$ cat src/rtl/mem_arb_pkg.sv
// Shared types and constants for the main-memory arbiter.
// State encodings are kept as plain constants so legacy logic can match them.
package mem_arb_pkg;
  localparam int DEF_ADDR_W = 9;
  localparam int DEF_DATA_W = 32;
  localparam int DEF_DEPTH  = 256;

  localparam int NUM_PORTS  = 2;
  localparam int PORT_FETCH = 0;
  localparam int PORT_DATA  = 1;

  localparam logic [1:0] ST_IDLE   = 2'd0;
  localparam logic [1:0] ST_SETUP  = 2'd1;
  localparam logic [1:0] ST_STROBE = 2'd2;
  localparam logic [1:0] ST_DONE   = 2'd3;

  typedef enum logic [1:0] {
    IDLE   = ST_IDLE,
    SETUP  = ST_SETUP,
    STROBE = ST_STROBE,
    DONE   = ST_DONE
  } state_e;

  function automatic logic in_range(input logic [31:0] addr, input int depth);
    return addr < depth;
  endfunction
endpackage

$ cat src/rtl/mem_arb_grant.sv
// Winner selection between the fetch and data ports.
// MEM_ARB_ROUND_ROBIN_EN adds a last-granted pointer; otherwise the data port wins ties.
module mem_arb_grant
  import mem_arb_pkg::*;
(
`ifdef MEM_ARB_ROUND_ROBIN_EN
  input  logic                 clock,
  input  logic                 clear_n,
  input  logic                 take,
`endif
  input  logic [NUM_PORTS-1:0] req,
  output logic                 any,
  output logic                 win
);

  assign any = |req;

`ifdef MEM_ARB_ROUND_ROBIN_EN
  logic last;

  // Reset value points at the data port so the fetch port wins the first tie.
  always_ff @(posedge clock) begin
    if (!clear_n)         last <= 1'b1;
    else if (take && any) last <= win;
  end

  assign win = (&req) ? ~last : req[PORT_DATA];
`else
  assign win = req[PORT_DATA];
`endif

endmodule

$ cat src/rtl/mem_ctrl_arbiter.sv
// Sequences the level-sensitive main RAM (setup / strobe / release) for two requesters.
// Tie-breaking is fixed priority unless MEM_ARB_ROUND_ROBIN_EN is defined.
module mem_ctrl_arbiter
  import mem_arb_pkg::*;
#(
  parameter int ADDR_W        = DEF_ADDR_W,
  parameter int DATA_W        = DEF_DATA_W,
  parameter int DEPTH         = DEF_DEPTH,
  parameter int STROBE_CYCLES = 1
) (
  input  logic              clock,
  input  logic              clear_n,
  input  logic              p0_req,
  input  logic              p0_we,
  input  logic [ADDR_W-1:0] p0_addr,
  input  logic [DATA_W-1:0] p0_wdata,
  output logic              p0_ack,
  output logic [DATA_W-1:0] p0_rdata,
  input  logic              p1_req,
  input  logic              p1_we,
  input  logic [ADDR_W-1:0] p1_addr,
  input  logic [DATA_W-1:0] p1_wdata,
  output logic              p1_ack,
  output logic [DATA_W-1:0] p1_rdata,
  output logic              ram_cs,
  output logic              ram_we,
  output logic [ADDR_W-1:0] ram_addr,
  output logic [DATA_W-1:0] ram_din,
  input  logic [DATA_W-1:0] ram_dout,
  output logic              busy
);

  localparam int               CNT_W       = 2;
  localparam logic [CNT_W-1:0] STROBE_LAST = CNT_W'(STROBE_CYCLES - 1);

  state_e                           state;
  logic                             gnt, in_rng, any, win;
  logic [CNT_W-1:0]                 scnt;
  logic [NUM_PORTS-1:0]             req_v, we_v, ack_q;
  logic [NUM_PORTS-1:0][ADDR_W-1:0] addr_v;
  logic [NUM_PORTS-1:0][DATA_W-1:0] wdata_v, rdata_q;

  assign req_v   = {p1_req, p0_req};
  assign we_v    = {p1_we, p0_we};
  assign addr_v  = {p1_addr, p0_addr};
  assign wdata_v = {p1_wdata, p0_wdata};

  mem_arb_grant u_grant (
`ifdef MEM_ARB_ROUND_ROBIN_EN
    .clock   (clock),
    .clear_n (clear_n),
    .take    (state == IDLE),
`endif
    .req     (req_v),
    .any     (any),
    .win     (win)
  );

  always_ff @(posedge clock) begin
    if (!clear_n) begin
      state    <= IDLE;
      gnt      <= 1'b0;
      in_rng   <= 1'b0;
      scnt     <= '0;
      ram_cs   <= 1'b0;
      ram_we   <= 1'b0;
      ram_addr <= '0;
      ram_din  <= '0;
      ack_q    <= '0;
      rdata_q  <= '0;
    end else begin
      ack_q <= '0;
      unique case (state)
        IDLE: begin
          ram_we <= 1'b0;
          if (any) begin
            gnt      <= win;
            ram_we   <= we_v[win];
            ram_addr <= addr_v[win];
            ram_din  <= wdata_v[win];
            in_rng   <= in_range(32'(addr_v[win]), DEPTH);
            state    <= SETUP;
          end
        end
        SETUP: begin
          // Out-of-range accesses walk the same sequence with chip-select held low.
          ram_cs <= in_rng;
          scnt   <= '0;
          state  <= STROBE;
        end
        STROBE: begin
          if (scnt == STROBE_LAST) begin
            ram_cs     <= 1'b0;
            if (!ram_we) rdata_q[gnt] <= in_rng ? ram_dout : '0;
            ack_q[gnt] <= 1'b1;
            state      <= DONE;
          end else begin
            scnt <= scnt + CNT_W'(1);
          end
        end
        DONE: begin
          // we drops only here, one cycle after cs has already fallen.
          ram_we <= 1'b0;
          state  <= IDLE;
        end
        default: state <= IDLE;
      endcase
    end
  end

  assign p0_ack   = ack_q[PORT_FETCH];
  assign p1_ack   = ack_q[PORT_DATA];
  assign p0_rdata = rdata_q[PORT_FETCH];
  assign p1_rdata = rdata_q[PORT_DATA];
  assign busy     = (state != IDLE);

endmodule

$ cat config.mk
export PLATFORM = sky130hd
export DESIGN_NAME = mem_ctrl_arbiter
export DESIGN_NICKNAME = d
export VERILOG_FILES = /design/src/rtl/mem_arb_pkg.sv /design/src/rtl/mem_arb_grant.sv /design/src/rtl/mem_ctrl_arbiter.sv
export SDC_FILE = /design/constraint.sdc
export NUM_CORES = 1
export LEC_CHECK = 0
export ABC_AREA = 1
export CORE_MARGIN = 1
export CORE_UTILIZATION = 45
export DETAILED_ROUTE_END_ITERATION = 6
export GPL_TIMING_DRIVEN = 0
export PLACE_DENSITY = 0.86
export SYNTH_ARGS = -nofsm -noshare
export SYNTH_HDL_FRONTEND = slang
export SYNTH_SLANG_ARGS = --single-unit
$ cat constraint.sdc
create_clock -name clock -period 4.1 [get_ports clock]
set_input_delay 0.82 -clock clock [delete_from_list [all_inputs] [get_ports clock]]
set_output_delay 0.82 -clock clock [all_outputs]
set_load 0.005 [all_outputs]
==> impl_metrics.env, run 1 <==
export IMPL_run_status="finished, final reports clean"
export IMPL_cap_violations=0
export IMPL_crit_top_cell="inv_1"
export IMPL_n_antenna_cell=0
export IMPL_clk_pin_slew_worst_paths_ns=0.05
export IMPL_antenna_left=0
export IMPL_yosysSeqAreaShare_pct=43.1
export IMPL_layout_drive_gt1_share_pct=5.66
export IMPL_internal_power_mw=3.33
export IMPL_swShare_pct=31.9
export IMPL_yosysWarnings=0
export IMPL_initial_core_util_pct=46.6
export IMPL_cp_end_kind="output port"
export IMPL_cp_cell_sequence="inv_1 > ha_1 > inv_1 > clkdlybuf4s50_1"
export IMPL_fin_crit_ns=2.67
export IMPL_drt_total_wl_um=17500
export IMPL_syn_num_nets=963
export IMPL_grt_pass1_vias=5925
export IMPL_worst_path_max_fanout=4
export IMPL_yosysTopAreaCellShare_pct=43.1
export IMPL_synthTopCellsByArea="dfxtp_1 (43%), nand2_1 (13%), nor2_1 (13%)"
export IMPL_ys_ff_latch=115
export IMPL_grt_util_all_layers_pct=29.2
export IMPL_avgViaCountPerCell=4.86
export IMPL_power_frac_comb_pct=35.9
export IMPL_post_route_util_pct=73.5
export IMPL_synth_area_leader_cell="dfxtp_1"
export IMPL_grt_overflow_total=0
export IMPL_dp_cells=1207
export IMPL_hold_viol=0
export IMPL_row_count=39
export IMPL_clock_fmax_ghz=0.375
export IMPL_drc=0
export IMPL_p_seq_share_pct=32.0
export IMPL_synthCells=836
export IMPL_cts_resized=0
export IMPL_syn_to_final_growth_pct=57.9
export IMPL_layout_commonest_cell="clkdlybuf4s50_1"
export IMPL_cts_tree="done"
export IMPL_ys_types=18
export IMPL_clock_sinks=115
export IMPL_post_drt_wl_per_cell_um=14.1
export IMPL_clock_latency_ns=0.41
export IMPL_tightest_slew_ns=0.572
export IMPL_die_area_um2=12300
export IMPL_max_stage_delay_ns=0.58
export IMPL_die_w_um=111
export IMPL_crit_family="buffers and inverters"
export IMPL_finalSetupViolCount=0
export IMPL_multi_input_area_um2=2330
export IMPL_worstSetupPathType="flop to output port"
export IMPL_p_clk_share_pct=32.1
export IMPL_min_period_over_period_pct=65.0
export IMPL_core_um2=11500
export IMPL_num_nets_final=1210
export IMPL_fillers=913
export IMPL_htree_levels=4
export IMPL_grt_pass1_wl_um=28400
export IMPL_power_switching_mw=1.56
export IMPL_firstDrtPassIters=5
export IMPL_cts_buffers=17
export IMPL_ctsRootBufferMaster="clkbuf_16"
export IMPL_route_vias_total=6016
export IMPL_grt_max_degree=17
export IMPL_die_h_um=111
export IMPL_avgSynthCellArea_um2=6.39
export IMPL_stdcell_count=1239
export IMPL_critPathSlowestCell="clkdlybuf4s50_1"
export IMPL_numPortBuffers=228
export IMPL_power_leakage_nw=4.01
export IMPL_relSlewSlack_pct=61.9
export IMPL_cts_buffer_depth=2
export IMPL_gp_congestion=0.858
export IMPL_arrival_ns=1.85
export IMPL_setup_tns_ns=0
export IMPL_worstSetupStartpointType="flop"
export IMPL_hold_class="flop to flop"
export IMPL_rsz0062_at_grt="no"
export IMPL_io_pins=230
export IMPL_postCtsSetupBuffers=0
export IMPL_cts_hold_buf=0
export IMPL_first_iter_violations=496
export IMPL_power_density_nw_per_um2=580
export IMPL_antenna_found_initial=0
export IMPL_layout_common_cells="clkdlybuf4s50_1 (228), nand2_1 (189), nor2_1 (178), inv_1 (124), dfxtp_1 (115)"
export IMPL_dp_hpwl_um=13100
export IMPL_fin_worst_skew_ns=0.00783
export IMPL_critical_path_buf_inv_count=3
export IMPL_synth_area_um2=5340
export IMPL_worstPathRequired_ns=3.28
export IMPL_ff_latch_area_um2=2300
export IMPL_ir_drop_mv=0.308
export IMPL_slew_viol_final=0
-- final cells by class --
cell class                      instances  area share (%)
Buffer                                 53            2.88
Clock inverter                         10            1.83
Tap cell                              143            2.12
Multi-Input combinational cell        544            27.6
Sequential cell                       115            27.3
Timing Repair Buffer                  228            27.1
Inverter                              124            5.52
Clock buffer                           22            5.63
-- worst reg2reg max path, delay by kind of cell (launching register included) --
family,cells,cell delay [ns]
flip-flops,1,0.39
buffers and inverters,2,0.51
adder cells (fa/ha/maj),1,0.28
AND/OR/NAND/NOR,5,0.54
-- state kept, by name (all words and copies together) (netlist names) --
name / cells
state: 2
gnt: 1
ram_din: 32
ram_cs: 1
in_rng: 1
ack_q: 2
ram_addr: 9
p1_rdata: 32
scnt: 2
p0_rdata: 32
ram_we: 1
-- worst paths after layout --
check | from | endpoint | slack, ns | cells after the start
worst max-delay path | state[0] | busy | 1.43 | 4
worst min-delay path | p0_rdata[1] | p0_rdata[1] | 0.48 | 2
worst max register to register | state[0] | p1_rdata[17] | 2.32 | 8
worst min register to register | p0_rdata[1] | p0_rdata[1] | 0.48 | 2
-- synthesized netlist by cell type --
| master | number |
|---|---|
| nand2_1 | 189 |
| nor2_2 | 1 |
| nor2_4 | 1 |
| o21ai_2 | 1 |
| nand3_1 | 44 |
| dfxtp_1 | 115 |
| buf_4 | 1 |
| a21oi_1 | 36 |
| buf_1 | 8 |
| buf_6 | 1 |
| ha_1 | 7 |
| inv_1 | 124 |
| clkbuf_1 | 17 |
| nand2_2 | 1 |
| o21ai_0 | 79 |
| buf_2 | 26 |
| o21ai_1 | 7 |
| nor2_1 | 178 |
-- through the flow --
step                setup WS [ns]  instance area, um2  hold WS, ns  power (mW)
floorplan                    2.52                5340        0.456        2.39
global placement             1.68                7800        0.460        3.28
detailed placement           1.65                7800        0.470        3.31
CTS                          1.43                8430        0.483        4.89
global route                 1.33                8430        0.516        5.17
finish                       1.43                8430        0.478        4.89
-- power groups by stage --
| stage | Combinational (mW) | Clock [mW] | Sequential (mW) |
|---|---|---|---|
| CTS | 1.75 | 1.57 | 1.56 |
| finish | 1.75 | 1.57 | 1.56 |
| global route | 1.93 | 1.64 | 1.59 |
| floorplan | 0.814 | 0 | 1.58 |
| global placement | 1.71 | 0 | 1.57 |
| detailed placement | 1.73 | 0 | 1.58 |
-- cell families after synthesis --
logic type                 Yosys count  synth area share, %
buffers and inverters              177                 13.3
DFF                                115                 43.1
and+or+nand+nor                    414                 30.4
adders and majority gates            7                 1.64
AOI/OAI and AO/OA                  123                 11.6
-- per-layer routing --
layer  wire length [um]  track usage (%)
met5                  0                0
met4                551             13.1
met3               1330             8.80
met2               8720             53.0
met1               6870             30.9
Note: power is estimated with default switching activity, not from simulation.
==> run 2, diff against run 1 <==
--- a/config.mk
+++ b/config.mk
@@ -7,10 +7,10 @@
 export LEC_CHECK = 0
 export ABC_AREA = 1
 export CORE_MARGIN = 1
-export CORE_UTILIZATION = 45
+export CORE_UTILIZATION = 43
 export DETAILED_ROUTE_END_ITERATION = 6
 export GPL_TIMING_DRIVEN = 0
-export PLACE_DENSITY = 0.86
+export PLACE_DENSITY = 0.82
 export SYNTH_ARGS = -nofsm -noshare
 export SYNTH_HDL_FRONTEND = slang
 export SYNTH_SLANG_ARGS = --single-unit
==> constraint.sdc (replaced) <==
create_clock -name clock -period 2.7 [get_ports clock]
set_input_delay 0.54 -clock clock [delete_from_list [all_inputs] [get_ports clock]]
set_output_delay 0.54 -clock clock [all_outputs]
set_load 0.005 [all_outputs]
==> impl_metrics.env, run 2 (synthesis gave the netlist of run 1 again) <==
export IMPL_grt_overflow_total=0
export IMPL_ctsRootBufferMaster="clkbuf_16"
export IMPL_antenna_left=0
export IMPL_antenna_found_initial=0
export IMPL_post_drt_wl_per_cell_um=13.6
export IMPL_power_density_nw_per_um2=864
export IMPL_hold_class="flop to flop"
export IMPL_core_um2=12100
export IMPL_grt_pass1_vias=5806
export IMPL_run_status="finished, final reports clean"
export IMPL_power_frac_comb_pct=36.5
export IMPL_grt_max_degree=17
export IMPL_r2r_start="state[0]"
export IMPL_layout_common_cells="clkdlybuf4s50_1 (228), nand2_1 (189), nor2_1 (178), inv_1 (124), dfxtp_1 (115)"
export IMPL_cts_tree="done"
export IMPL_post_route_util_pct=69.8
export IMPL_layout_commonest_cell="clkdlybuf4s50_1"
export IMPL_die_area_um2=12900
export IMPL_firstDrtPassIters=6
export IMPL_row_count=40
export IMPL_avgViaCountPerCell=4.78
export IMPL_layout_drive_gt1_share_pct=5.66
export IMPL_numPortBuffers=228
export IMPL_holdCritStartpoint="p0_rdata[6]"
export IMPL_die_h_um=113
export IMPL_die_w_um=113
export IMPL_cts_buffer_depth=2
export IMPL_fin_crit_ns=2.34
export IMPL_tightest_slew_ns=0.595
export IMPL_grt_pass1_wl_um=27300
export IMPL_num_nets_final=1210
export IMPL_worstSetupStartpointType="flop"
export IMPL_p_seq_share_pct=32.5
export IMPL_io_pins=230
export IMPL_n_antenna_cell=0
export IMPL_cts_resized=0
export IMPL_worstSetupPathType="flop to output port"
export IMPL_min_period_over_period_pct=86.8
export IMPL_pre_cts_slack_ns=0.526
export IMPL_hold_viol=0
export IMPL_slew_viol_final=0
export IMPL_cts_buffers=17
export IMPL_cap_violations=0
export IMPL_power_switching_mw=2.35
export IMPL_clock_fmax_ghz=0.427
export IMPL_swShare_pct=32.3
export IMPL_worstPathRequired_ns=2.16
export IMPL_first_iter_violations=433
export IMPL_cp_end_kind="output port"
export IMPL_setup_ws_ns=0.357
export IMPL_relSlewSlack_pct=60.4
export IMPL_grt_util_all_layers_pct=27.1
export IMPL_initial_core_util_pct=44.3
export IMPL_worst_path_max_fanout=4
export IMPL_route_vias_total=6036
export IMPL_clk_pin_slew_worst_paths_ns=0.05
export IMPL_htree_levels=4
export IMPL_finalSetupViolCount=0
export IMPL_clock_latency_ns=0.41
export IMPL_syn_to_final_growth_pct=57.8
export IMPL_fin_worst_skew_ns=0.0102
export IMPL_startpoint="state[0]"
export IMPL_postCtsSetupBuffers=0
export IMPL_drc=0
export IMPL_ir_drop_mv=0.463
export IMPL_dp_hpwl_um=12800
export IMPL_drt_total_wl_um=17100
export IMPL_setup_tns_ns=0
export IMPL_rsz0062_at_grt="no"
export IMPL_p_clk_share_pct=30.9
export IMPL_arrival_ns=1.80
export IMPL_power_leakage_nw=3.99
export IMPL_cts_hold_buf=0
export IMPL_internal_power_mw=4.93
export IMPL_clock_sinks=115
export IMPL_gp_congestion=0.839
-- run 2: layout make-up --
cell class	count	area [um2]
Clock buffer	20	457
Buffer	53	243
Fill cell	1019	3640
Tap cell	168	210
Timing Repair Buffer	228	2280
Sequential cell	115	2300
Inverter	124	465
Multi-Input combinational cell	544	2330
Clock inverter	11	135
-- run 2: metrics by stage --
step                      hold WS, ns  power (mW)  cell area [um2]  cells
after CTS                       0.477        7.28             8420   1263
after detailed placement        0.471        5.01             7830   1232
after floorplan                 0.456        3.63             5340    836
after global placement          0.461        4.97             7830   1232
after global routing            0.505        7.70             8420   1263
final                           0.477        7.27             8420   1263
-- run 2: power by group through the flow --
| stage | clock network, mW | logic, mW | registers (mW) |
|---|---|---|---|
| after detailed placement | 0 | 2.63 | 2.38 |
| after global routing | 2.34 | 2.94 | 2.41 |
| final | 2.25 | 2.66 | 2.37 |
| after CTS | 2.26 | 2.65 | 2.36 |
| after floorplan | 0 | 1.24 | 2.39 |
| after global placement | 0 | 2.58 | 2.38 |
-- run 2: path summary, 6_finish.rpt --
kind / endpoint / cells past startpoint / slack (ns)
worst min register to register: p0_rdata[6] / 2 / 0.48
worst max register to register: p1_rdata[16] / 8 / 0.90
worst max-delay path: busy / 4 / 0.36
worst min-delay path: p0_rdata[6] / 2 / 0.48
-- run 2: worst max-delay path: stages, from the launching register on --
cell             delay (ns)
dfxtp_1                0.40
inv_1                  0.11
ha_1                   0.26
inv_1                  0.11
clkdlybuf4s50_1        0.53
-- run 2: per-layer routing --
layer,wire length (um),vias to the layer above,GRT usage (%),share of wire [%]
met5,0,-,0,0
met4,436,0,10.3,2.5
met3,1340,42,7.12,7.8
met2,8480,273,49.7,50
met1,6870,2695,30.0,40
li1,-,3026,-,-
